<file path="src/rtl/alu_share_ctrl.sv">
// -----------------------------------------------------------------------------
// alu_share_ctrl
//
// Shares one external combinational 32-bit ALU between two requesters.
// Requests are arbitrated round-robin in IDLE. The operands are latched, and
// the operation runs in one of two ways:
//   - a single ALU pass (EXEC) for ALU select codes 0-7
//   - a shift-add multiply (MUL) that iterates the ALU add function
// The result, flags and requester id are registered into a single response
// channel (RESP). Priority flips to the other requester only when a response
// is consumed.
//
// Ports:
//   clk, reset             rising-edge clock, synchronous active-high reset
//   rN_valid / rN_ready    requester N handshake (ready is combinational)
//   rN_op, rN_a, rN_b      opcode (0-7 ALU select, 8 multiply, 9-15 illegal)
//                          and the two operands
//   rsp_valid / rsp_ready  response handshake
//   rsp_id                 requester that issued the operation
//   rsp_result             registered result
//   rsp_v, rsp_z           registered overflow and zero flags
//   rsp_err                set for an illegal opcode
//   alu_a, alu_b, alu_s    operands and select driven to the external ALU
//   alu_result             result returned by the external ALU
//   alu_v, alu_z           overflow and zero flags returned by the ALU
// -----------------------------------------------------------------------------
module alu_share_ctrl #(
  parameter int MUL_STEPS = 32,
  parameter bit INIT_PRIO = 1'b0
) (
  input  logic        clk,
  input  logic        reset,
  input  logic        r0_valid,
  output logic        r0_ready,
  input  logic [3:0]  r0_op,
  input  logic [31:0] r0_a,
  input  logic [31:0] r0_b,
  input  logic        r1_valid,
  output logic        r1_ready,
  input  logic [3:0]  r1_op,
  input  logic [31:0] r1_a,
  input  logic [31:0] r1_b,
  output logic        rsp_valid,
  input  logic        rsp_ready,
  output logic        rsp_id,
  output logic [31:0] rsp_result,
  output logic        rsp_v,
  output logic        rsp_z,
  output logic        rsp_err,
  output logic [31:0] alu_a,
  output logic [31:0] alu_b,
  output logic [2:0]  alu_s,
  input  logic [31:0] alu_result,
  input  logic        alu_v,
  input  logic        alu_z
);

  typedef enum logic [1:0] {
    IDLE = 2'd0,
    EXEC = 2'd1,
    MUL  = 2'd2,
    RESP = 2'd3
  } state_t;

  localparam logic [5:0] MUL_LAST = 6'(MUL_STEPS);

  state_t      state_r;
  state_t      state_nxt_s;

  logic        prio_r;
  logic        id_r;
  logic [2:0]  sel_r;
  logic [31:0] a_r;
  logic [31:0] b_r;
  logic [31:0] acc_r;
  logic [31:0] mcand_r;
  logic [31:0] mplier_r;
  logic [5:0]  cnt_r;

  logic        grant_s;
  logic        accept_s;
  logic [3:0]  gop_s;
  logic [31:0] ga_s;
  logic [31:0] gb_s;

  // Arbitration: a single requester wins outright, and a tie goes to prio_r.
  always_comb begin
    grant_s = prio_r;
    if (r0_valid && !r1_valid) begin
      grant_s = 1'b0;
    end else if (r1_valid && !r0_valid) begin
      grant_s = 1'b1;
    end else begin
      grant_s = prio_r;
    end
    accept_s = (state_r == IDLE) && (r0_valid || r1_valid);
    r0_ready = accept_s && !grant_s && r0_valid;
    r1_ready = accept_s && grant_s && r1_valid;
    if (grant_s) begin
      gop_s = r1_op;
      ga_s  = r1_a;
      gb_s  = r1_b;
    end else begin
      gop_s = r0_op;
      ga_s  = r0_a;
      gb_s  = r0_b;
    end
  end

  // State register.
  always_ff @(posedge clk) begin
    if (reset) begin
      state_r <= IDLE;
    end else begin
      state_r <= state_nxt_s;
    end
  end

  // Next-state logic. MUL stays for MUL_STEPS shift-add cycles plus one final
  // cycle that hands the settled accumulator to the response registers.
  always_comb begin
    state_nxt_s = state_r;
    case (state_r)
      IDLE: begin
        if (accept_s) begin
          if (gop_s < 4'd8) begin
            state_nxt_s = EXEC;
          end else if (gop_s == 4'd8) begin
            state_nxt_s = MUL;
          end else begin
            state_nxt_s = RESP;
          end
        end else begin
          state_nxt_s = IDLE;
        end
      end
      EXEC: state_nxt_s = RESP;
      MUL: begin
        if (cnt_r == MUL_LAST) begin
          state_nxt_s = RESP;
        end else begin
          state_nxt_s = MUL;
        end
      end
      RESP: begin
        if (rsp_ready) begin
          state_nxt_s = IDLE;
        end else begin
          state_nxt_s = RESP;
        end
      end
      default: state_nxt_s = IDLE;
    endcase
  end

  // ALU drive: the latched operands in EXEC, accumulator + multiplicand with
  // add in MUL, and zero in every other state.
  always_comb begin
    alu_a = 32'd0;
    alu_b = 32'd0;
    alu_s = 3'b000;
    case (state_r)
      EXEC: begin
        alu_a = a_r;
        alu_b = b_r;
        alu_s = sel_r;
      end
      MUL: begin
        alu_a = acc_r;
        alu_b = mcand_r;
        alu_s = 3'b010;
      end
      default: begin
        alu_a = 32'd0;
        alu_b = 32'd0;
        alu_s = 3'b000;
      end
    endcase
  end

  // Datapath: operand latch, multiply iteration, response registers, priority.
  always_ff @(posedge clk) begin
    if (reset) begin
      prio_r     <= INIT_PRIO;
      id_r       <= 1'b0;
      sel_r      <= 3'd0;
      a_r        <= 32'd0;
      b_r        <= 32'd0;
      acc_r      <= 32'd0;
      mcand_r    <= 32'd0;
      mplier_r   <= 32'd0;
      cnt_r      <= 6'd0;
      rsp_valid  <= 1'b0;
      rsp_id     <= 1'b0;
      rsp_result <= 32'd0;
      rsp_v      <= 1'b0;
      rsp_z      <= 1'b0;
      rsp_err    <= 1'b0;
    end else begin
      case (state_r)
        IDLE: begin
          if (accept_s) begin
            id_r     <= grant_s;
            sel_r    <= gop_s[2:0];
            a_r      <= ga_s;
            b_r      <= gb_s;
            acc_r    <= 32'd0;
            mcand_r  <= ga_s;
            mplier_r <= gb_s;
            cnt_r    <= 6'd0;
            // An illegal opcode skips execution and responds straight away.
            if (gop_s > 4'd8) begin
              rsp_valid  <= 1'b1;
              rsp_id     <= grant_s;
              rsp_result <= 32'd0;
              rsp_v      <= 1'b0;
              rsp_z      <= 1'b0;
              rsp_err    <= 1'b1;
            end
          end
        end
        EXEC: begin
          rsp_valid  <= 1'b1;
          rsp_id     <= id_r;
          rsp_result <= alu_result;
          rsp_v      <= alu_v;
          rsp_z      <= alu_z;
          rsp_err    <= 1'b0;
        end
        MUL: begin
          if (cnt_r != MUL_LAST) begin
            if (mplier_r[0]) begin
              acc_r <= alu_result;
            end
            mcand_r  <= {mcand_r[30:0], 1'b0};
            mplier_r <= {1'b0, mplier_r[31:1]};
            cnt_r    <= cnt_r + 6'd1;
          end else begin
            rsp_valid  <= 1'b1;
            rsp_id     <= id_r;
            rsp_result <= acc_r;
            rsp_v      <= 1'b0;
            rsp_z      <= (acc_r == 32'd0);
            rsp_err    <= 1'b0;
          end
        end
        RESP: begin
          if (rsp_ready) begin
            rsp_valid <= 1'b0;
            prio_r    <= ~rsp_id;
          end
        end
        default: begin
          rsp_valid <= 1'b0;
        end
      endcase
    end
  end

endmodule

</file>
<file path="config.mk">
export PLATFORM = sky130hd
export DESIGN_NAME = alu_share_ctrl
export DESIGN_NICKNAME = d
export VERILOG_FILES = /design/src/rtl/alu_share_ctrl.sv
export SDC_FILE = /design/constraint.sdc
export NUM_CORES = 1
export LEC_CHECK = 0
export ABC_AREA = 1
export BUFFER_PORTS_ARGS = -buffer_cell sky130_fd_sc_hd__buf_2
export CAP_MARGIN = 10
export CORE_UTILIZATION = 36
export CTS_CLUSTER_SIZE = 14
export DETAILED_ROUTE_END_ITERATION = 7
export PLACE_DENSITY = 0.69
export SYNTH_ARGS = -nofsm -noshare
export SYNTH_HDL_FRONTEND = slang
export SYNTH_SLANG_ARGS = --single-unit
</file>
<file path="constraint.sdc">
create_clock -name clk -period 4 [get_ports clk]
set_input_delay 0.6 -clock clk [delete_from_list [all_inputs] [get_ports clk]]
set_output_delay 0.6 -clock clk [all_outputs]
set_load 0.005 [all_outputs]
</file>
==> impl_results.md <==
- Result of the run: completed
- Setup slack, reg-to-reg: roughly 1.1 ns
- FF+latch count, synth: between 200 and 250
- Static leakage: approximately 0.007 uW
- Type of the worst setup path: reg2out
- Total gr overflow: 0
- Yosys warns: 0
- Slew margin rel.: between 40% and 50%
- Antenna diode count: 0
- Initial antenna violation count: 0
- Core area: around 30000 sq um
- Cell area after placement: 12600 sq um
- Worst hold start: rsp_ready
- Aggregate global-route resource usage: about 22%
- Count of cells along the worst register-to-register path: 10
- Worst Tran Pin Value: roughly 0.87 ns
- Layout cell share with drive strength beyond 1: a little over a fifth
- List of cells traversed by the critical path: inv_1 -> ha_1 -> inv_2 -> buf_12 -> a21oi_1 -> buf_2
- Via total after detailed routing: 11400
- Clock period minus final worst setup slack: around 3.1 ns
- Number of I/O pins: roughly 280
- Count of port buffers added during placement: between 200 and 300
- Total of hold buffers inserted after clock tree synthesis: 0
- Path category of the worst min-delay check: in2reg
- Routed Wire Length: about 35000 um
- Kind of end point of the critical path: output pin
- Startpoint types: flop
- Delay contributed by the slowest stage of the critical path: about 0.54 ns
- Mapped Nets: 1872
- Final #Nets: between 2000 and 2500
- Count of maximum capacitance violations: 0
- Number of H-tree branching levels: 1
- Share of synthesized area occupied by flip-flops and latches: 38.4%
- Biggest area consumer among synthesized cells: dfxtp_1
- Horiz. Die Dim: between 150 and 200 um
- Routed via count divided by cell count: between 4 and 5
- DIE AREA: about 31000 sq um
- Commonest cells in the netlist: nand2_1 (518), dfxtp_1 (210), inv_1 (208), a21oi_1 (170), nor2_1 (140)
- Detail Route Antenna Nets: 0
- Final number of hold-violating endpoints: 0
- RD Place Congestion: 0.836
- Maximum frequency from static timing analysis: between 0.3 and 0.4 GHz
- Unrepaired setup endpoints after global routing: false
- Data arrival time of the worst path: between 2 and 3 ns
- Clock buffers created by TritonCTS: 25
- Clock-pin slew on the worst setup and hold paths: roughly 0.06 ns
- Setup clock skew after layout: approximately 0.02 ns
- Post-synth EDFFs: 0
- Most frequent cell after synthesis: nand2_1
- Total non-filler cell area in the finished layout: between 10000 and 15000 sq um
- Post-detailed-placement half-perimeter wirelength: ~25000 um
- Async S/R FF share, synth: 0%
- Final Setup Violations: 0
- Count of unresolved DRC violations after routing: 0
- Pin count of the biggest net entering global routing: just over 80
- Hold path endpoint: prio_r
- Global-route wire length before repair: about 54000 um
- Area growth from synthesis to layout: 22.2%
- Area contributors post-synth: dfxtp_1 (38%), nand2_1 (18%), a21oi_1 (7.8%)
- Syn Std Cell Area: between 10000 and 15000 sq um
- Initial Util: a little under two fifths
- Sinks on the clock net: 210
- Launch instance of the worst register-to-register path: state_r[0]
- Clock root cell: clkbuf_16
- Post-CTS setup buffer count: 0
- Clock latency reported for the late side of the worst-skew pair: 0.53 ns
- Count of final max-slew check failures: 0
- Share of the synthesized area in the top cell type: 38.4%
- Total negative setup slack: 0 ns
- Worst EP required: about 3.4 ns
- Row count: 63
- Synth unique cells: 32
- Peak supply drop: around 360 uV
- Resized Gates After CTS: 0
- Detailed-route wire length per cell: about 15 um
- Number of cells produced by synthesis: roughly 1700
- Cell with the largest stage delay on the worst path: inv_2
- Cell Pwr Density: 525 nW/um^2
- Final setup slack of the worst path: ~0.85 ns
- Primary FF master, synth: dfxtp_1
- Final clock period utilization by the worst path: between 70% and 80%
- Hold Path Depth: 3
- Via count of the first global-routing pass: about 10000
- CTS tree: yes
- Minimum setup slack after placement: between 1 and 1.5 ns
- Syn Area/Cell: roughly 6.5 sq um
- Top Family by Delay on Critical Path: buffers and inverters
- Violation count after the first detailed-routing iteration: ~860
- Buffers plus inverters on the worst setup path: 4
- Maximum clock insertion buffer count: 3
- First-pass iteration count of the detailed router: 5
- DIE HEIGHT: between 150 and 200 um
- End of the worst register-to-register path: acc_r[26]
- Largest driver fanout on the critical path: 36
-- routing by layer --
metal | routed length (um) | track usage (%)
met2 | 16100 | 36.6
met4 | 567 | 4.24
met5 | 0 | 0
met3 | 1960 | 2.61
met1 | 16200 | 30.2
-- logic make-up after synthesis --
kind of cell	after synthesis	share of synthesized area, %
flip-flops	210	38.4
XOR/XNOR	1	0.0801
AO/OA/AOI/OAI	340	17.5
multiplexers	34	3.50
buffers and inverters	349	12.4
AND/OR/NAND/NOR	749	27.4
adder cells (fa/ha/maj)	7	0.801
-- worst max path at each step --
| stage | start | to | slack, ns | depth (start not counted) |
|---|---|---|---|---|
| floorplan | state_r[0] | alu_b[31] | 1.64 | 8 |
| global placement | state_r[0] | acc_r[13] | 1.31 | 10 |
| detailed placement | state_r[0] | acc_r[26] | 1.17 | 10 |
| CTS | state_r[0] | alu_a[22] | 0.85 | 6 |
| global route | state_r[0] | alu_a[4] | 0.72 | 6 |
| finish | state_r[0] | alu_a[27] | 0.85 | 6 |
-- final cells by class --
cell class	instances	area (sq um)
Fill cell	3104	16400
Inverter	225	847
Tap cell	390	488
Sequential cell	210	4200
Timing Repair Buffer	301	1580
Multi-Input combinational cell	1131	5430
Clock buffer	29	641
Clock inverter	15	175
-- worst min-delay path: stages --
cell     delay (ns)
buf_2          0.11
nand2_1        0.07
a21oi_1        0.06
-- per-stage QoR --
step	total power, uW	hold slack (ns)	instances	util (%)
global route	7470	0.366	2301	44.9
global placement	4720	0.455	2257	42.1
CTS	7070	0.345	2301	44.9
floorplan	4120	0.444	1690	-
detailed placement	4770	0.464	2257	42.1
finish	7020	0.360	2301	44.9
-- sequential cells by signal, indices dropped and copies added (netlist names) --
signal	count
mplier_r	32
rsp_z	1
state_r	2
acc_r	32
cnt_r	6
b_r	32
rsp_valid	1
rsp_result	32
rsp_err	1
rsp_v	1
rsp_id	1
prio_r	1
mcand_r	32
a_r	32
sel_r	3
id_r	1
-- report_power, final --
group          internal, uW  total, uW  switching, uW  leakage, uW
Clock                  1350       2280            929     0.000405
Sequential             2450       2640            190      0.00173
Combinational           710       2100           1390      0.00471
Total                  4510       7020           2510      0.00685
-- placed cells by master, fill, tap and decap left out, drive strengths merged, types with 2 or more instances in the layout --
cell	n
nand3	45
nand4	35
nor3	4
clkbuf	29
bufinv	3
o21ai	101
clkinv	10
nor2	142
dfxtp	210
o221ai	30
a21oi	170
a31oi	2
nand2	520
mux2	34
a211oi	2
inv	226
o211ai	32
nor3b	2
ha	7
buf	301
(Power assumes the default switching activity.)
